File: config.mk
export PLATFORM = sky130hd
export DESIGN_NAME = load_store_unit_flat
export DESIGN_NICKNAME = d
export VERILOG_FILES = /design/src/rtl/load_store_unit_if.sv /design/src/rtl/load_store_unit.sv /design/src/flat_wrapper.sv
export SDC_FILE = /design/constraint.sdc
export NUM_CORES = 1
export LEC_CHECK = 0
export CAP_MARGIN = 20
export CORE_UTILIZATION = 23
export DETAILED_ROUTE_END_ITERATION = 16
export PLACE_DENSITY = 0.46
export SKIP_LAST_GASP = 1
export SYNTH_ARGS = -nofsm -noshare
export SYNTH_HDL_FRONTEND = slang
export SYNTH_SLANG_ARGS = --single-unit
File: constraint.sdc
create_clock -name clk -period 2.75 [get_ports clk]
set_clock_uncertainty 0.15 [all_clocks]
set_input_delay 0.55 -clock clk [delete_from_list [all_inputs] [get_ports clk]]
set_output_delay 0.55 -clock clk [all_outputs]
set_load 0.05 [all_outputs]
File: src/rtl/load_store_unit_if.sv
// Bundles for the load/store unit: the core-facing request/response port
// and the word-wide req/ack data-memory port.
interface lsu_req_if #(parameter int unsigned XLEN = 32);
  logic            req_valid;
  logic            req_ready;
  logic            req_we;
  logic [2:0]      req_funct3;
  logic [XLEN-1:0] req_addr;
  logic [XLEN-1:0] req_wdata;
  logic            busy;
  logic            rsp_valid;
  logic [XLEN-1:0] rsp_rdata;
  logic            rsp_fault;

  modport master (
    output req_valid, req_we, req_funct3, req_addr, req_wdata,
    input  req_ready, busy, rsp_valid, rsp_rdata, rsp_fault
  );
  modport slave (
    input  req_valid, req_we, req_funct3, req_addr, req_wdata,
    output req_ready, busy, rsp_valid, rsp_rdata, rsp_fault
  );
endinterface

interface lsu_mem_if #(parameter int unsigned XLEN = 32);
  logic            mem_req;
  logic            mem_we;
  logic [XLEN-1:0] mem_addr;
  logic [XLEN-1:0] mem_wdata;
  logic [3:0]      mem_wstrb;
  logic            mem_ack;
  logic [XLEN-1:0] mem_rdata;

  modport master (
    output mem_req, mem_we, mem_addr, mem_wdata, mem_wstrb,
    input  mem_ack, mem_rdata
  );
  modport slave (
    input  mem_req, mem_we, mem_addr, mem_wdata, mem_wstrb,
    output mem_ack, mem_rdata
  );
endinterface

File: src/rtl/load_store_unit.sv
// Memory-access stage: one byte/half/word load or store per accepted op,
// with lane steering, load extension and fault reporting (misaligned/illegal/timeout).
module load_store_unit #(
  parameter int unsigned XLEN        = 32,
  parameter int unsigned TIMEOUT_CYC = 255
) (
  input logic        clk,
  input logic        rst_n,
  lsu_req_if.slave   req,
  lsu_mem_if.master  mem
);

  localparam logic [1:0] S_IDLE = 2'd0;
  localparam logic [1:0] S_WAIT = 2'd1;
  localparam logic [1:0] S_RESP = 2'd2;

  localparam int unsigned CW = (TIMEOUT_CYC > 2) ? $clog2(TIMEOUT_CYC) : 1;
  localparam logic [CW-1:0] TO_LAST = (TIMEOUT_CYC == 0) ? '0 : CW'(TIMEOUT_CYC - 1);

  logic [1:0]      state_q, state_d;
  logic [XLEN-1:0] addr_q, addr_d;
  logic            we_q, we_d;
  logic [2:0]      funct3_q, funct3_d;
  logic [XLEN-1:0] wdata_q, wdata_d;
  logic [3:0]      wstrb_q, wstrb_d;
  logic [XLEN-1:0] rdata_q, rdata_d;
  logic            fault_q, fault_d;
  logic [CW-1:0]   cnt_q, cnt_d;

  logic            acc_illegal, acc_misaligned;
  logic [3:0]      acc_wstrb;
  logic [XLEN-1:0] acc_wdata;
  logic [XLEN-1:0] load_ext;
  logic [7:0]      ld_byte;
  logic [15:0]     ld_half;

  // Decode of the op presented at the request port (only used on accept).
  always_comb begin
    // NOTE: every combinational output gets a default first so no path infers a latch.
    acc_illegal    = 1'b0;
    acc_misaligned = 1'b0;
    acc_wstrb      = 4'b0000;
    acc_wdata      = '0;
    if (req.req_we) begin
      acc_illegal = (req.req_funct3 > 3'b010);
    end else begin
      acc_illegal = (req.req_funct3 == 3'b011) || (req.req_funct3 == 3'b110) ||
                    (req.req_funct3 == 3'b111);
    end
    case (req.req_funct3[1:0])
      2'b01:   acc_misaligned = req.req_addr[0];
      2'b10:   acc_misaligned = (req.req_addr[1:0] != 2'b00);
      default: acc_misaligned = 1'b0;
    endcase
    if (req.req_we) begin
      case (req.req_funct3[1:0])
        2'b00: begin
          acc_wstrb = 4'b0001 << req.req_addr[1:0];
          acc_wdata = {4{req.req_wdata[7:0]}};
        end
        2'b01: begin
          acc_wstrb = 4'b0011 << {req.req_addr[1], 1'b0};
          acc_wdata = {2{req.req_wdata[15:0]}};
        end
        default: begin
          acc_wstrb = 4'b1111;
          acc_wdata = req.req_wdata;
        end
      endcase
    end
  end

  // Lane extraction and extension of the returned word, keyed by the registered op.
  always_comb begin
    ld_byte  = mem.mem_rdata[8*addr_q[1:0] +: 8];
    ld_half  = mem.mem_rdata[16*addr_q[1] +: 16];
    case (funct3_q)
      3'b000:  load_ext = {{(XLEN-8){ld_byte[7]}}, ld_byte};
      3'b100:  load_ext = {{(XLEN-8){1'b0}}, ld_byte};
      3'b001:  load_ext = {{(XLEN-16){ld_half[15]}}, ld_half};
      3'b101:  load_ext = {{(XLEN-16){1'b0}}, ld_half};
      default: load_ext = mem.mem_rdata;
    endcase
  end

  always_comb begin
    state_d  = state_q;
    addr_d   = addr_q;
    we_d     = we_q;
    funct3_d = funct3_q;
    wdata_d  = wdata_q;
    wstrb_d  = wstrb_q;
    rdata_d  = rdata_q;
    fault_d  = fault_q;
    cnt_d    = cnt_q;
    case (state_q)
      S_IDLE: begin
        if (req.req_valid) begin
          addr_d   = req.req_addr;
          we_d     = req.req_we;
          funct3_d = req.req_funct3;
          wdata_d  = acc_wdata;
          wstrb_d  = acc_wstrb;
          rdata_d  = '0;
          cnt_d    = '0;
          fault_d  = acc_illegal || acc_misaligned;
          state_d  = (acc_illegal || acc_misaligned) ? S_RESP : S_WAIT;
        end
      end
      S_WAIT: begin
        // An ack in the last allowed cycle still completes without fault.
        if (mem.mem_ack) begin
          if (!we_q) rdata_d = load_ext;
          state_d = S_RESP;
        end else if ((TIMEOUT_CYC != 0) && (cnt_q == TO_LAST)) begin
          fault_d = 1'b1;
          state_d = S_RESP;
        end else begin
          cnt_d = cnt_q + 1'b1;
        end
      end
      S_RESP:  state_d = S_IDLE;
      default: state_d = S_IDLE;
    endcase
  end

  // NOTE: sequential state uses non-blocking assignments so all registers update together.
  always_ff @(posedge clk or negedge rst_n) begin
    if (!rst_n) begin
      state_q  <= S_IDLE;
      addr_q   <= '0;
      we_q     <= 1'b0;
      funct3_q <= 3'b000;
      wdata_q  <= '0;
      wstrb_q  <= 4'b0000;
      rdata_q  <= '0;
      fault_q  <= 1'b0;
      cnt_q    <= '0;
    end else begin
      state_q  <= state_d;
      addr_q   <= addr_d;
      we_q     <= we_d;
      funct3_q <= funct3_d;
      wdata_q  <= wdata_d;
      wstrb_q  <= wstrb_d;
      rdata_q  <= rdata_d;
      fault_q  <= fault_d;
      cnt_q    <= cnt_d;
    end
  end

  logic in_wait, in_resp;
  assign in_wait = (state_q == S_WAIT);
  assign in_resp = (state_q == S_RESP);

  assign req.req_ready = (state_q == S_IDLE);
  assign req.busy      = (state_q != S_IDLE);
  assign req.rsp_valid = in_resp;
  assign req.rsp_rdata = in_resp ? rdata_q : '0;
  assign req.rsp_fault = in_resp && fault_q;

  // Memory outputs are held at zero outside WAIT so reset drops them at once.
  assign mem.mem_req   = in_wait;
  assign mem.mem_we    = in_wait && we_q;
  assign mem.mem_addr  = in_wait ? {addr_q[XLEN-1:2], 2'b00} : '0;
  assign mem.mem_wdata = in_wait ? wdata_q : '0;
  assign mem.mem_wstrb = in_wait ? wstrb_q : 4'b0000;

endmodule
File: src/flat_wrapper.sv
// flat-port wrapper written by rule: the top's interface ports become plain ports
module load_store_unit_flat 
#(
  parameter int unsigned XLEN        = 32,
  parameter int unsigned TIMEOUT_CYC = 255
)
  (clk, rst_n, req_req_valid, req_req_we, req_req_funct3, req_req_addr, req_req_wdata, req_req_ready, req_busy, req_rsp_valid, req_rsp_rdata, req_rsp_fault, mem_mem_req, mem_mem_we, mem_mem_addr, mem_mem_wdata, mem_mem_wstrb, mem_mem_ack, mem_mem_rdata);
  lsu_req_if #(.XLEN(XLEN)) req_i ();
  lsu_mem_if #(.XLEN(XLEN)) mem_i ();
  input logic clk;
  input logic rst_n;
  input wire logic [$bits(req_i.req_valid)-1:0] req_req_valid;
  input wire logic [$bits(req_i.req_we)-1:0] req_req_we;
  input wire logic [$bits(req_i.req_funct3)-1:0] req_req_funct3;
  input wire logic [$bits(req_i.req_addr)-1:0] req_req_addr;
  input wire logic [$bits(req_i.req_wdata)-1:0] req_req_wdata;
  output wire logic [$bits(req_i.req_ready)-1:0] req_req_ready;
  output wire logic [$bits(req_i.busy)-1:0] req_busy;
  output wire logic [$bits(req_i.rsp_valid)-1:0] req_rsp_valid;
  output wire logic [$bits(req_i.rsp_rdata)-1:0] req_rsp_rdata;
  output wire logic [$bits(req_i.rsp_fault)-1:0] req_rsp_fault;
  output wire logic [$bits(mem_i.mem_req)-1:0] mem_mem_req;
  output wire logic [$bits(mem_i.mem_we)-1:0] mem_mem_we;
  output wire logic [$bits(mem_i.mem_addr)-1:0] mem_mem_addr;
  output wire logic [$bits(mem_i.mem_wdata)-1:0] mem_mem_wdata;
  output wire logic [$bits(mem_i.mem_wstrb)-1:0] mem_mem_wstrb;
  input wire logic [$bits(mem_i.mem_ack)-1:0] mem_mem_ack;
  input wire logic [$bits(mem_i.mem_rdata)-1:0] mem_mem_rdata;
  assign req_i.req_valid = req_req_valid;
  assign req_i.req_we = req_req_we;
  assign req_i.req_funct3 = req_req_funct3;
  assign req_i.req_addr = req_req_addr;
  assign req_i.req_wdata = req_req_wdata;
  assign req_req_ready = req_i.req_ready;
  assign req_busy = req_i.busy;
  assign req_rsp_valid = req_i.rsp_valid;
  assign req_rsp_rdata = req_i.rsp_rdata;
  assign req_rsp_fault = req_i.rsp_fault;
  assign mem_mem_req = mem_i.mem_req;
  assign mem_mem_we = mem_i.mem_we;
  assign mem_mem_addr = mem_i.mem_addr;
  assign mem_mem_wdata = mem_i.mem_wdata;
  assign mem_mem_wstrb = mem_i.mem_wstrb;
  assign mem_i.mem_ack = mem_mem_ack;
  assign mem_i.mem_rdata = mem_mem_rdata;
  load_store_unit #(.XLEN(XLEN), .TIMEOUT_CYC(TIMEOUT_CYC)) u_core (.clk(clk), .rst_n(rst_n), .req(req_i), .mem(mem_i));
endmodule
==> flow_summary.ini, run 1 <==
[run_status]
outcome = completed

[synthesis]
synth_edf_count = 0
synth_top_cell_by_area = sky130_fd_sc_hd__dfrtp_1
xor_xnor_share_of_the_synthesized_area = 0.001446
postSynthAreaPerCell_um2 = 8.676
cells_after_synthesis = 698
yosys-mux-area-fraction = 0.02851
post_synthesis_adder_cell_area_fraction = 0.01240
synth_top_family_by_area = simple AND/OR/NAND/NOR gates
synth-simple-area-share = 0.2932
yosys-top-cells-count = sky130_fd_sc_hd__nand2_1 (189), sky130_fd_sc_hd__dfrtp_1 (115), sky130_fd_sc_hd__and2_1 (100), sky130_fd_sc_hd__clkbuf_1 (39), sky130_fd_sc_hd__nor2_1 (31)
synth_cell_type_count = 52
synth_seq_area_share = 0.4752
synth-compound-area-share = 0.1417
synth.top_cells.by_area = sky130_fd_sc_hd__dfrtp_1 (48%), sky130_fd_sc_hd__nand2_1 (12%), sky130_fd_sc_hd__and2_1 (10%), sky130_fd_sc_hd__o31ai_1 (3.3%), sky130_fd_sc_hd__clkbuf_1 (2.4%)
synth-seq-cells = 115
async_flop_share = 1.000
synthFlopType = sky130_fd_sc_hd__dfrtp_1
synth-warning-count = 0
synthMostInstantiatedCell = sky130_fd_sc_hd__nand2_1
syn-cell-area_um2 = 6056
fraction_of_synthesized_cell_area_taken_by_the_top_area_cell_type = 0.4752

[clock_tree]
clock_tree.buffer_depth = 2
tritoncts = done
numCtsBuffers = 17
post_cts_resized = 0
cts.htree.levels = 4
clock_insertion_delay_at_the_later_pin_of_the_skew_report_ns = 0.41
clock-root-buffer = sky130_fd_sc_hd__clkbuf_16
postCtsSetupRepairBufs = 0
cts_hold_repair.buffers = 1
clk_pin_slew_worst_paths_ns = 0.05
clock-sinks = 115

[place]
placedInstanceArea_um2 = 9308
placement.io_buffers = 207
gp_routability_congestion = 0.7924
hpwl_um = 15050

[sta]
setup-tns-final_ns = 0
unrepaired_setup_endpoints_after_global_routing = no
worst-slew-pin-transition_ns = 0.8095
max_freq_mhz = 385.8
period_minus_slack_ns = 2.592
finalSetupViolCount = 0
final_min_period_over_clock_period = 0.9425
timing.final.max_slew_violations = 0
final_hold_viol_count = 0
max-slew-margin-rel = 0.4599

[drt]
avgViaCountPerCell = 4.441
routed-wl-met2_um = 9608
top_signal_layer_used = met4
drt-total-wl_um = 21100
detail_route.wl_per_cell_um = 16.89
detail_route_antenna_nets = 0
route.vias.total = 5547
detail_route.first_pass.iterations = 4
dr.first_iter.drc_count = 233
number_of_remaining_drc_errors = 0
wl_met3_um = 1753
drt-met1-wl_um = 9438

[grt]
antenna_found_initial = 1
grt_pass1_vias = 5721
grt_overflow_total = 0
grt_max_degree = 59
track_usage = 0.1642
grt_pass1_wl_um = 33480

[setup_path]
crit_path_start_kind = flop
critical_path.reg2reg.startpoint = u_core.state_q[0]
timing.setup.critical_path_class = flop to output port
reg2regPathDepth = 5
largest_fanout_of_any_net_on_the_critical_path = 9
end_kind = output port
worstPathArrival_ns = 1.89
critical_path.startpoint = u_core.state_q[0]
timing.critical_path.required_ns = 2.05

[run]
max-cap-violations = 0

[power_and_ir_drop]
vdd.ir_drop.worst_v = 0.0003693
power.density_nw_per_um2 = 850.5
total_leakage_power_uw = 0.004601

[floorplanning]
fp.dieArea_um2 = 26980
die_h_um = 164.3
num_rows = 59
die_width_um = 164.3
core_area_um2 = 25910
io_pins = 210
floorplan.initialDensity = 0.2337

[layout]
final_layout_size_suffix_gt1_frac = 0.1961
syn_to_final_growth_pct = 63.16
final_nets = 1010
final_design_area_no_fill_um2 = 9881

[hold_path]
timing.hold.worst.class = flop to flop
timing.hold.worst_path_depth = 2
min-delay-start = u_core.wdata_q[2]
==> final timing paths <==
check	end	slack [ns]
worst max-delay path	req_busy	0.16
worst min-delay path	u_core.wdata_q[2]	0.31
worst max register to register	u_core.rdata_q[21]	0.47
worst min register to register	u_core.wdata_q[2]	0.31
max in group asynchronous	u_core.addr_q[28]	1.35
min in group asynchronous	u_core.rdata_q[7]	0.49
==> final cells by class <==
class                   instances  area [µm²]
fillers                      2629       16030
repair buffers                230        3038
multi-input cells             518        2915
flip-flops and latches        115        2878
clock buffers                  17       425.4
well taps                     335       419.2
clock inverters                15       135.1
inverters                      18       67.56
diodes                          1       2.502
==> stage by stage <==
stage | std cells | utilization | worst slack [ns] | power [µW] | hold slack, ns
after floorplan | 699 | - | 0.2275 | 4786 | 0.1044
after global placement | 1215 | 0.3592 | 0.2009 | 6350 | 0.2949
after detailed placement | 1215 | 0.3592 | 0.1636 | 6371 | 0.2979
after CTS | 1248 | 0.3812 | 0.1367 | 8556 | 0.3105
after global routing | 1248 | 0.3812 | 0.02174 | 8982 | 0.3313
final | 1249 | 0.3813 | 0.1583 | 8404 | 0.3071
==> per-layer routing <==
layer / global-route usage / up-vias
met4: 0.04545 / 0
li1: - / 2748
met1: 0.2107 / 2600
met2: 0.2560 / 180
met5: 0 / -
met3: 0.06187 / 19
==> state kept, by name (all words and copies together) (netlist names) <==
signal	flops
u_core.addr_q	32
u_core.cnt_q	8
u_core.fault_q	1
u_core.funct3_q	3
u_core.rdata_q	32
u_core.state_q	2
u_core.wdata_q	32
u_core.we_q	1
u_core.wstrb_q	4
==> cell usage in the layout, fill, tap and decap left out, types with 5 or more instances in the layout <==
master,instances
sky130_fd_sc_hd__a21o_1,7
sky130_fd_sc_hd__a21oi_1,16
sky130_fd_sc_hd__a221oi_1,7
sky130_fd_sc_hd__a22o_1,8
sky130_fd_sc_hd__a22oi_1,16
sky130_fd_sc_hd__and2_1,100
sky130_fd_sc_hd__and3_1,6
sky130_fd_sc_hd__buf_12,84
sky130_fd_sc_hd__buf_4,42
sky130_fd_sc_hd__clkbuf_16,17
sky130_fd_sc_hd__clkdlybuf4s50_1,103
sky130_fd_sc_hd__clkinvlp_4,5
sky130_fd_sc_hd__dfrtp_1,115
sky130_fd_sc_hd__ha_1,6
sky130_fd_sc_hd__inv_1,18
sky130_fd_sc_hd__mux2_2,8
sky130_fd_sc_hd__mux2i_1,6
sky130_fd_sc_hd__nand2_1,188
sky130_fd_sc_hd__nand3_1,10
sky130_fd_sc_hd__nor2_1,31
sky130_fd_sc_hd__o21ai_0,27
sky130_fd_sc_hd__o22ai_1,8
sky130_fd_sc_hd__o31ai_1,27
==> kinds of logic (layout without fill, tap and decap cells) <==
| group | after synthesis | in the layout |
|---|---|---|
| muxes | 15 | 15 |
| other | 1 | 3 |
| DFF | 115 | 115 |
| xor gates and xnor gates | 1 | 1 |
| buffers and inverters | 66 | 280 |
| AOI/OAI and AO/OA | 126 | 126 |
| and+or+nand+nor | 368 | 368 |
| adders and majority gates | 6 | 6 |
==> power breakdown <==
group	switching (µW)	internal, µW	total [µW]
logic	2110	1480	3590
clock network	867	1250	2110
registers	372	2330	2700
==> critical path: stages (launching register included) <==
cell	delay, ns
sky130_fd_sc_hd__dfrtp_1	0.50
sky130_fd_sc_hd__nor2_1	0.12
sky130_fd_sc_hd__inv_1	0.07
sky130_fd_sc_hd__clkdlybuf4s50_1	0.79
No activity file was read; power rests on OpenSTA's default activity.
==> inputs of run 2 (changes only) <==
--- a/config.mk
+++ b/config.mk
@@ -6,9 +6,9 @@
 export NUM_CORES = 1
 export LEC_CHECK = 0
 export CAP_MARGIN = 20
-export CORE_UTILIZATION = 23
+export CORE_UTILIZATION = 46
 export DETAILED_ROUTE_END_ITERATION = 16
-export PLACE_DENSITY = 0.46
+export PLACE_DENSITY = 0.81
 export SKIP_LAST_GASP = 1
 export SYNTH_ARGS = -nofsm -noshare
 export SYNTH_HDL_FRONTEND = slang
==> constraint.sdc (replaced) <==
create_clock -name clk -period 2.7 [get_ports clk]
set_clock_uncertainty 0.15 [all_clocks]
set_input_delay 0.54 -clock clk [delete_from_list [all_inputs] [get_ports clk]]
set_output_delay 0.54 -clock clk [all_outputs]
set_load 0.05 [all_outputs]
==> run 2 against run 1 <==
Non-clock buffer count shrank 1. Global-route usage rose by 14 points. Wire length down 7.9%. Die area decreased by 49%. Power increased by 7.2%. Utilization up 41 points. First-iteration DRC count increased by 120%. Worst hold slack improved by 0.010 ns. Critical path type unchanged. Largest cell class unchanged. Largest power group unchanged. Highest routed layer unchanged.
==> flow_summary.ini, run 2 (synthesis results as in run 1) <==
[place]
detailedPlace.worstSlack_ns = 0.1167
placedCellCount = 1051
gp_routability_congestion = 0.9430
placement.io_buffers = 207
hpwl_um = 14180

[layout]
stdcell_count = 1084
final_nets = 1009
multi_input_area_um2 = 2910
largest_registers = u_core.addr_q: 32 flops, u_core.rdata_q: 32 flops, u_core.wdata_q: 32 flops
final_common_cell = sky130_fd_sc_hd__nand2_1
nFillCells = 806
num_antenna_cells = 0
syn_to_final_growth_pct = 65.25
final_cell_mix = sky130_fd_sc_hd__nand2_1 (188), sky130_fd_sc_hd__dfrtp_1 (115), sky130_fd_sc_hd__buf_12 (105), sky130_fd_sc_hd__clkdlybuf4s50_1 (103), sky130_fd_sc_hd__and2_1 (100)
finalCoreUtilization = 0.7866
final_layout_size_suffix_gt1_frac = 0.1941
regArea_um2 = 2878

[floorplanning]
fp.dieArea_um2 = 13630
io_pins = 210
die_h_um = 116.7
num_rows = 41
floorplan.initialDensity = 0.4760
die_width_um = 116.7
core_area_um2 = 12720

[sta]
max-slew-margin-rel = 0.5679
max_freq_mhz = 391.6
final_min_period_over_clock_period = 0.9458
final_hold_viol_count = 0
finalSetupViolCount = 0
timing.final.max_slew_violations = 0
setup_slack_ns = 0.1465
unrepaired_setup_endpoints_after_global_routing = no
period_minus_slack_ns = 2.554
worst-slew-pin-transition_ns = 0.6482
setup-tns-final_ns = 0

[grt]
grt_overflow_total = 0
grt_max_degree = 70
track_usage = 0.3029
grt_pass1_wl_um = 31040
antenna_found_initial = 0
grt_pass1_vias = 6068

[clock_tree]
clock_tree.buffer_depth = 2
clk_pin_slew_worst_paths_ns = 0.05
post_cts_resized = 0
postCtsSetupRepairBufs = 0
numCtsBuffers = 17
tritoncts = done
clock-sinks = 115
clock_insertion_delay_at_the_later_pin_of_the_skew_report_ns = 0.41
clock-root-buffer = sky130_fd_sc_hd__clkbuf_16
cts.htree.levels = 4

[drt]
avgViaCountPerCell = 5.530
number_of_remaining_drc_errors = 0
detail_route.wl_per_cell_um = 17.93
dr.first_iter.drc_count = 517
route.vias.total = 5994
detail_route.first_pass.iterations = 6
drt-total-wl_um = 19440
detail_route_antenna_nets = 0

[power_and_ir_drop]
power.density_nw_per_um2 = 900.6
vdd.ir_drop.worst_v = 0.0005195
finalPower_uw = 9012
total_leakage_power_uw = 0.004693

[setup_path]
end_kind = output port
worstPathArrival_ns = 1.86
largest_fanout_of_any_net_on_the_critical_path = 69
crit_path_start_kind = flop
timing.critical_path.required_ns = 2.01
critical_path.reg2reg.startpoint = u_core.addr_q[1]
critical_path.startpoint = u_core.state_q[0]
timing.setup.critical_path_class = flop to output port

[run_status]
outcome = completed

[run]
max-cap-violations = 0

[hold_path]
min-delay-start = u_core.wdata_q[4]
timing.hold.worst.class = flop to flop
[run 2: routing by layer]
metal  GRT usage  part of all wire  up-vias
li1            -                 -     2733
met1      0.3516              0.38     2867
met2      0.5120              0.49      336
met3     0.09549             0.096       58
met4      0.1401             0.033        0
met5           0                 0        -
[run 2: worst max-delay path, stage by stage, from the launching register on]
cell                      delay (ns)
sky130_fd_sc_hd__dfrtp_1        0.47
sky130_fd_sc_hd__and2b_2        0.27
sky130_fd_sc_hd__buf_12         0.24
sky130_fd_sc_hd__and2_1         0.26
sky130_fd_sc_hd__buf_12         0.16
[run 2: power by group]
| group | switching, µW | total [µW] | internal [µW] | leakage, µW |
|---|---|---|---|---|
| registers | 456 | 2830 | 2380 | 0.00150 |
| logic | 2180 | 3790 | 1610 | 0.00288 |
| clock network | 772 | 2390 | 1620 | 0.000308 |
| total | 3410 | 9010 | 5600 | 0.00469 |
[run 2: path summary, 6_finish.rpt]
| path | endpoint | slack, ns | depth (start not counted) |
|---|---|---|---|
| min in group asynchronous | u_core.wdata_q[15] | 0.51 | 2 |
| worst max-delay path | mem_mem_wdata[21] | 0.15 | 4 |
| worst min register to register | u_core.wdata_q[4] | 0.32 | 2 |
| worst max register to register | u_core.rdata_q[13] | 0.62 | 5 |
| worst min-delay path | u_core.wdata_q[4] | 0.32 | 2 |
| max in group asynchronous | u_core.addr_q[31] | 1.20 | 3 |
[run 2: layout make-up]
type	instances	area share
inverters	18	0.006752
clock inverters	7	0.01175
clock buffers	25	0.05251
repair buffers	229	0.3291
multi-input cells	518	0.2908
well taps	172	0.02151
flip-flops and latches	115	0.2876
[run 2: timing repair]
action | 4_1_cts | 5_1_grt
setup endpoints to repair | 0 | 0
hold buffers | 1 | 0
hold endpoints to repair | 38 | 0
[run 2: metrics by stage]
step	area [µm²]	hold WS (ns)
after floorplan	6060	0.09441
after global placement	9354	0.2967
after detailed placement	9354	0.3025
after CTS	10010	0.3185
after global routing	10010	0.3254
final	10010	0.3176
==> inputs of run 3 (changes only) <==
--- a/config.mk
+++ b/config.mk
@@ -8,8 +8,10 @@
 export CAP_MARGIN = 20
 export CORE_UTILIZATION = 46
 export DETAILED_ROUTE_END_ITERATION = 16
+export GPL_TIMING_DRIVEN = 1
 export PLACE_DENSITY = 0.81
 export SKIP_LAST_GASP = 1
+export SLEW_MARGIN = 10
 export SYNTH_ARGS = -nofsm -noshare
 export SYNTH_HDL_FRONTEND = slang
 export SYNTH_SLANG_ARGS = --single-unit
==> constraint.sdc (replaced) <==
create_clock -name clk -period 2.85 [get_ports clk]
set_clock_uncertainty 0.15 [all_clocks]
set_input_delay 0.57 -clock clk [delete_from_list [all_inputs] [get_ports clk]]
set_output_delay 0.57 -clock clk [all_outputs]
set_load 0.05 [all_outputs]
==> run 3 against run 2 <==
Sequential power down 4%. Combinational power is 6.1% lower. Cell count down 0.46%. Sequential share of layout area up 0.29 points. Critical path type unchanged. Critical endpoint is now req_busy. Highest routed layer unchanged.
==> flow_summary.ini, run 3 (synthesis results as in run 1) <==
[setup_path]
largest_fanout_of_any_net_on_the_critical_path = 9
end_kind = output port
crit_path_start_kind = flop
timing.critical_path.required_ns = 2.13
timing.setup.critical_path_class = flop to output port
reg2regPathDepth = 4
worstPathArrival_ns = 2.01

[sta]
final_hold_viol_count = 0
setup_slack_ns = 0.1240
max_freq_mhz = 366.8
period_minus_slack_ns = 2.726
unrepaired_setup_endpoints_after_global_routing = no
fin_hold_ws_ns = 0.3185
final_min_period_over_clock_period = 0.9565
setup-tns-final_ns = 0
finalSetupViolCount = 0
timing.final.max_slew_violations = 0
worst-slew-pin-transition_ns = 0.6242
max-slew-margin-rel = 0.5839

[drt]
avgViaCountPerCell = 5.684
drt-total-wl_um = 19940
number_of_remaining_drc_errors = 0
route.vias.total = 6133
detail_route.wl_per_cell_um = 18.48
dr.first_iter.drc_count = 481
detail_route.first_pass.iterations = 5
detail_route_antenna_nets = 0

[grt]
globalRouteMet2Util = 0.5164
grt.met1_usage = 0.3275
grt_overflow_total = 0
gr-usage-met3 = 0.1152
grt_pass1_wl_um = 31130
antenna_found_initial = 2
grt_pass1_vias = 6284
track_usage = 0.3039
grt_max_degree = 71
busiest_layer = met2

[layout]
final_common_cell = sky130_fd_sc_hd__nand2_1
final_design_area_no_fill_um2 = 9908
final_layout_size_suffix_gt1_frac = 0.1887
stdcell_count = 1079
largest_registers = u_core.addr_q: 32 flops, u_core.rdata_q: 32 flops, u_core.wdata_q: 32 flops
syn_to_final_growth_pct = 63.62
final_nets = 1004
final_cell_mix = sky130_fd_sc_hd__nand2_1 (188), sky130_fd_sc_hd__dfrtp_1 (115), sky130_fd_sc_hd__buf_12 (107), sky130_fd_sc_hd__clkdlybuf4s50_1 (103), sky130_fd_sc_hd__and2_1 (100)

[floorplanning]
io_pins = 210
die_width_um = 116.7
floorplan.initialDensity = 0.4760
die_h_um = 116.7
core_area_um2 = 12720
fp.dieArea_um2 = 13630
num_rows = 41

[run]
max-cap-violations = 0

[clock_tree]
clock-sinks = 115
numCtsBuffers = 17
clock-root-buffer = sky130_fd_sc_hd__clkbuf_16
postCtsSetupRepairBufs = 0
clk_pin_slew_worst_paths_ns = 0.05
clock_tree.buffer_depth = 2
cts.htree.levels = 4
clock_insertion_delay_at_the_later_pin_of_the_skew_report_ns = 0.41
tritoncts = done

[power_and_ir_drop]
vdd.ir_drop.worst_v = 0.0004387
power.density_nw_per_um2 = 829.1
total_leakage_power_uw = 0.004645

[hold_path]
timing.hold.worst_path_depth = 2
timing.hold.worst.class = flop to flop

[place]
hpwl_um = 14410
gp_routability_congestion = 0.8959
placedInstanceArea_um2 = 9344
detailedPlace.worstSlack_ns = 0.1552
placedCellCount = 1046
placement.io_buffers = 207

[run_status]
outcome = completed
run 3: worst paths after layout:
kind                                         from                 end  slack (ns)
min in group asynchronous                   rst_n  u_core.wdata_q[23]        0.53
worst max-delay path            u_core.state_q[0]            req_busy        0.12
worst min register to register  u_core.addr_q[20]   u_core.addr_q[20]        0.32
max in group asynchronous                   rst_n   u_core.addr_q[16]        1.25
worst min-delay path            u_core.addr_q[20]   u_core.addr_q[20]        0.32
worst max register to register   u_core.addr_q[1]  u_core.rdata_q[10]        0.68
run 3: cell type report:
class	instances	area [µm²]
Antenna cell	1	2.502
Clock inverter	9	55.05
Multi-Input combinational cell	518	2910
Tap cell	172	215.2
Timing Repair Buffer	224	3286
Sequential cell	115	2878
Clock buffer	22	494.2
Fill cell	810	2814
Inverter	18	67.56
run 3: power by group:
group | switching (µW) | internal (µW) | total, µW
registers | 462 | 2250 | 2710
logic | 2030 | 1530 | 3560
clock network | 729 | 1210 | 1940
total | 3230 | 4990 | 8210
run 3: critical path, cell delays in order, from the launching register on:
cell and delay, ns:
sky130_fd_sc_hd__dfrtp_1 0.45, sky130_fd_sc_hd__nor2_1 0.36, sky130_fd_sc_hd__inv_1 0.08, sky130_fd_sc_hd__clkdlybuf4s50_1 0.71
run 3: layer usage:
| metal | routed length (µm) | up-vias | part of all wire |
|---|---|---|---|
| li1 | - | 2730 | - |
| met1 | 7185 | 2962 | 0.36 |
| met2 | 9872 | 368 | 0.50 |
| met3 | 2084 | 73 | 0.10 |
| met4 | 799 | 0 | 0.040 |
| met5 | 0 | - | 0 |
run 3: repair_timing:
item                                    4_1_cts  5_1_grt
endpoints found under the setup margin        0        1
resized for setup                             0        1
hold buffers                                  1        0
endpoints found under the hold margin        29        0
run 3: metrics by stage:
stage / utilization / power (µW)
3_3_place_gp: 0.7345 / 6091
6_report: 0.7788 / 8215
4_1_cts: 0.7784 / 8227
3_5_place_dp: 0.7345 / 6248
5_1_grt: 0.7788 / 8615
2_1_floorplan: - / 4618
==> patch 1: new RTL, settings of run 2 <==
`TIMEOUT_CYC` is set to 255 in 2 places; all go to 510.
--- a/src/rtl/load_store_unit.sv
+++ b/src/rtl/load_store_unit.sv
@@ -2,7 +2,7 @@
 // with lane steering, load extension and fault reporting (misaligned/illegal/timeout).
 module load_store_unit #(
   parameter int unsigned XLEN        = 32,
-  parameter int unsigned TIMEOUT_CYC = 255
+  parameter int unsigned TIMEOUT_CYC = 510
 ) (
   input logic        clk,
   input logic        rst_n,
--- a/src/flat_wrapper.sv
+++ b/src/flat_wrapper.sv
@@ -2,7 +2,7 @@
 module load_store_unit_flat 
 #(
   parameter int unsigned XLEN        = 32,
-  parameter int unsigned TIMEOUT_CYC = 255
+  parameter int unsigned TIMEOUT_CYC = 510
 )
   (clk, rst_n, req_req_valid, req_req_we, req_req_funct3, req_req_addr, req_req_wdata, req_req_ready, req_busy, req_rsp_valid, req_rsp_rdata, req_rsp_fault, mem_mem_req, mem_mem_we, mem_mem_addr, mem_mem_wdata, mem_mem_wstrb, mem_mem_ack, mem_mem_rdata);
   lsu_req_if #(.XLEN(XLEN)) req_i ();
Check against the original RTL: no difference found for any inputs over 4 cycles, from zero or initial values and one cycle with rst_n low; that may be too few to reach the edited logic, so the function may still have changed.
==> patch 1 against run 2 <==
Final area rose by 0.45%; synthesized cell count rose by 1.9%; sequential cell count rose by 1; power rose by 2.8%; area after synthesis rose by 1.1%; worst setup slack got worse by 0.070 ns; wire length rose by 2.4%; combinational power fell by 1%; utilization barely moved; largest cell class unchanged.
==> patch 1: results <==
power_and_ir_drop:
  share_seq_of_total_power_pct: 30.6
  switching_share_pct: 37.4
  leakage_nw: 4.62
  p_switching_w: 0.00346
global_route:
  first_pass_grt_wire_length_um: 32500
  grtUsageMet3_pct: 8.46
  global_route.usage.total_pct: 29.9
  grt_start_max_net_pins: 71
  use_met2_pct: 48.6
  gr-usage-met1_pct: 35.7
  via_count_of_the_first_global_routing_pass: 6298
layout:
  nNetsFinal: 1021
  fillCellCount: 762
  drive_gt1_share_pct: 19.4
critical_path:
  worstPathArrival_ns: 1.93
  r2r_setup_slack_ns: 0.46
  crit-reg2reg-launch: "u_core.cnt_q[0]"
synthesis:
  yosysSeqAreaShare_pct: 47.4
  netlist_top_cells_count: "nand2_1, dfrtp_1, and2_1, o21ai_0, clkbuf_1"
run_status:
  run_status: "finished, final reports clean"
timing:
  post-route-period-util_pct: 97.2
routing:
  route.detailed.vias_per_inst: 5.63
  detail_route.first_pass.iterations: 5
  drt-total-wl_um: 19900
placement:
  placedInstanceArea_um2: 9340
  pre_cts_ws_ns: -0.109
worst_hold_path:
  worstHoldStart: "u_core.addr_q[18]"
patch 1: cell count changes after synthesis, sizes merged, moves of 4 or more:
| cell | change |
|---|---|
| nand4 | -4 |
| o21ai | +20 |
| nand2 | -4 |
| inv | -4 |
| buf | +5 |
| o22ai | -8 |
| mux2i | -6 |
| a21o | -5 |
| a21oi | +5 |
| a211oi | +7 |
| a221oi | -6 |
| o221ai | +8 |
| o31ai | -8 |
patch 1: metrics by stage:
stage                     hold slack (ns)  std cells
after floorplan                    0.0944        712
final                               0.317       1096
after detailed placement            0.278       1063
after global routing                0.341       1096
after CTS                           0.318       1096
after global placement              0.275       1063
patch 1: repair_timing:
action | CTS | global route
endpoints found under the setup margin | 2 | 0
hold endpoints to repair | 16 | 0
resized for setup | 2 | 0
hold buffers | 1 | 0
patch 1: worst max-delay path, stage by stage, from the launching register on:
cell	delay (ns)
dfrtp_1	0.54
nor2b_4	0.23
buf_12	0.23
and2_1	0.29
buf_12	0.17
patch 1: area by class of cell:
class	count	area (um^2)	share of cell area [%]
tap	172	215	2.14
inverter	14	52.6	0.523
clock inverter	13	253	2.51
clock buffer	19	453	4.51
multi-input combinational	532	2980	29.6
timing repair buffer	230	3200	31.8
sequential	116	2900	28.9
patch 1: logic make-up (layout without fill, tap and decap cells):
kind of cell | count (synthesis) | count (layout) | share of synthesized area, %
mux | 11 | 11 | 2.21
buf+inv | 64 | 276 | 4.35
flops | 116 | 116 | 47.4
simple gates | 369 | 369 | 29.1
compound gates | 144 | 144 | 15.7
fa+ha+maj | 6 | 6 | 1.23
other cells | 1 | 2 | 0.0613
patch 1: layer usage:
layer,wire [um],share of wire [%],vias up
met3,1660,8.4,65
met5,0,0,-
met4,818,4.1,0
met2,9880,50,326
li1,-,-,2800
met1,7540,38,2982
==> patch 2: new RTL, flow settings as in run 2 <==
Without the edit above. Put a register stage on the output `req.rsp_fault`. The value now appears one clock later.
--- a/src/rtl/load_store_unit.sv
+++ b/src/rtl/load_store_unit.sv
@@ -157,7 +157,9 @@
   assign req.busy      = (state_q != S_IDLE);
   assign req.rsp_valid = in_resp;
   assign req.rsp_rdata = in_resp ? rdata_q : '0;
-  assign req.rsp_fault = in_resp && fault_q;
+  always_ff @(posedge clk) begin
+    req.rsp_fault <= in_resp && fault_q;
+  end
 
   // Memory outputs are held at zero outside WAIT so reset drops them at once.
   assign mem.mem_req   = in_wait;
Behaviour: not the same (Yosys sat finds a counterexample within 4 cycles, from zero or initial values and one cycle with rst_n low).
==> patch 2 against run 2 <==
Sequential cell count increased by 1; worst setup slack worse by 0.014 ns; final area down 0.49%; sequential power about the same; synthesized cell count up 0.14%; power fell by 1.2%; via count shrank 0.38%; register-to-register slack improved by 0.07 ns; clock power is 4% lower; wire length rose by 0.27%; area after synthesis rose by 0.33%; critical path type unchanged; critical endpoint is now mem_mem_wdata[24]; highest routed layer is now met5.
==> patch 2: results <==
run_status:
  run_status: "finished, final reports clean"
layout:
  fillCellCount: 787
  clkbuf_count: 24
  top_regs: "u_core.addr_q x32, u_core.rdata_q x32, u_core.wdata_q x32"
  multi_input_area_share_pct: 29.2
  clk_share_pct: 6.09
  num-nonclk-inverters: 18
  final-seq-area_um2: 2900
  area_growth_syn_to_layout_pct: 63.9
  bufAreaShareNonClock_pct: 32.7
  drive_gt1_share_pct: 18.8
  antenna-diode-count: 0
  n_multi_input_combinational_cell: 518
  final.signal_buffer_count: 223
  nNetsFinal: 1004
critical_path:
  worstPathArrival_ns: 1.88
  worst_r2r_path_depth: 5
  cpLargestDelayFamily: "simple AND/OR/NAND/NOR gates"
  slowest_delay_ns: 0.49
  library_cell_contributing_the_largest_single_delay_on_the_critical_path: "dfrtp_1"
  crit_fanout: 70
clocking:
  ctsResizeCount: 0
  clockBufferDepth: 2
  worst_skew_pair.late_latency_ns: 0.41
  clock-root-buffer: "clkbuf_16"
  number_of_clock_buffers_inserted_by_tritoncts: 17
  cts.htree.levels: 4
  post-cts-setup-buffers: 0
  clk_pin_slew_worst_paths_ns: 0.05
synthesis:
  synthDistinctLibCells: 53
  netlist_top_cells_count: "nand2_1, dfrtp_1, and2_1, clkbuf_1, nor2_1"
  ys_async_sr_fraction_pct: 99.1
  yosys-top-cells-area: "dfrtp_1, nand2_1, and2_1"
  ys_warn_count: 0
  ys_seq_elements: 116
  synthFlopType: "dfrtp_1"
  yosysSeqAreaShare_pct: 47.7
routing:
  dr.max_layer_used: "met5"
  detailroute.via_count: 5971
  m1_wl_um: 7370
  met3_length_um: 1770
  met2_length_um: 9600
  detail_route.first_pass.iterations: 6
  drt-total-wl_um: 19500
  dr_iter_0_viols: 639
global_route:
  global_route.usage.total_pct: 30.2
  via_count_of_the_first_global_routing_pass: 6246
  grt_start_max_net_pins: 71
  antenna_found_initial: 1
  first_pass_grt_wire_length_um: 31200
placement:
  placedInstanceArea_um2: 9350
  io_buffer_count: 207
  globalplace.congestion: 0.911
  dp_hpwl_um: 14100
worst_hold_path:
  hold_path_class: "primary input to asynchronous set/reset pin"
power_and_ir_drop:
  leakage_nw: 4.66
  worst_ir_drop_vdd_v: 0.000455
  power.density_cell_area_nw_per_um2: 894
timing:
  worst_rel_slew_slack_pct: 56.7
[patch 2: cell count changes after synthesis]
cell     delta
dfxtp_1     +1
[patch 2: final timing paths]
kind                                       to         startpoint  slack, ns
max                         mem_mem_wdata[24]  u_core.state_q[0]       0.13
min                         u_core.wstrb_q[3]              rst_n      0.009
max reg2reg                u_core.rdata_q[10]   u_core.addr_q[1]       0.69
min reg2reg                 u_core.addr_q[11]  u_core.addr_q[11]       0.31
max in group asynchronous   u_core.addr_q[16]              rst_n       1.64
min in group clk            u_core.addr_q[11]  u_core.addr_q[11]       0.31
[patch 2: layer usage]
metal / GRT usage (%) / vias up
li1: - / 2723
met1: 34.7 / 2877
met2: 50.7 / 307
met3: 10.1 / 62
met4: 15.1 / 2
met5: 0 / -
[patch 2: through the flow]
| stage | utilization, % | setup slack [ns] | instances | hold slack (ns) |
|---|---|---|---|---|
| floorplan | - | 0.188 | 700 | 0.0944 |
| global placement | 73.2 | 0.212 | 1047 | 0.296 |
| detailed placement | 73.2 | 0.149 | 1047 | 0.301 |
| CTS | 78.0 | 0.134 | 1078 | 0.0215 |
| global route | 78.0 | 0.0580 | 1078 | 0.0523 |
| finish | 78.0 | 0.132 | 1078 | 0.00865 |
[patch 2: logic make-up (layout without fill, tap and decap cells)]
logic type	after synthesis	after routing	share of synthesized area, %
buffers and inverters	66	272	4.67
AND/OR/NAND/NOR	368	368	29.2
flip-flops	116	116	47.7
multiplexers	15	15	2.84
adder cells (fa/ha/maj)	6	6	1.24
XOR/XNOR	1	1	0.144
other	1	2	0.0617
AO/OA/AOI/OAI	126	126	14.1
[patch 2: report_power, final]
part	switching (W)	internal, W
logic	0.00217	0.00160
registers	0.000447	0.00240
clock network	0.000787	0.00150
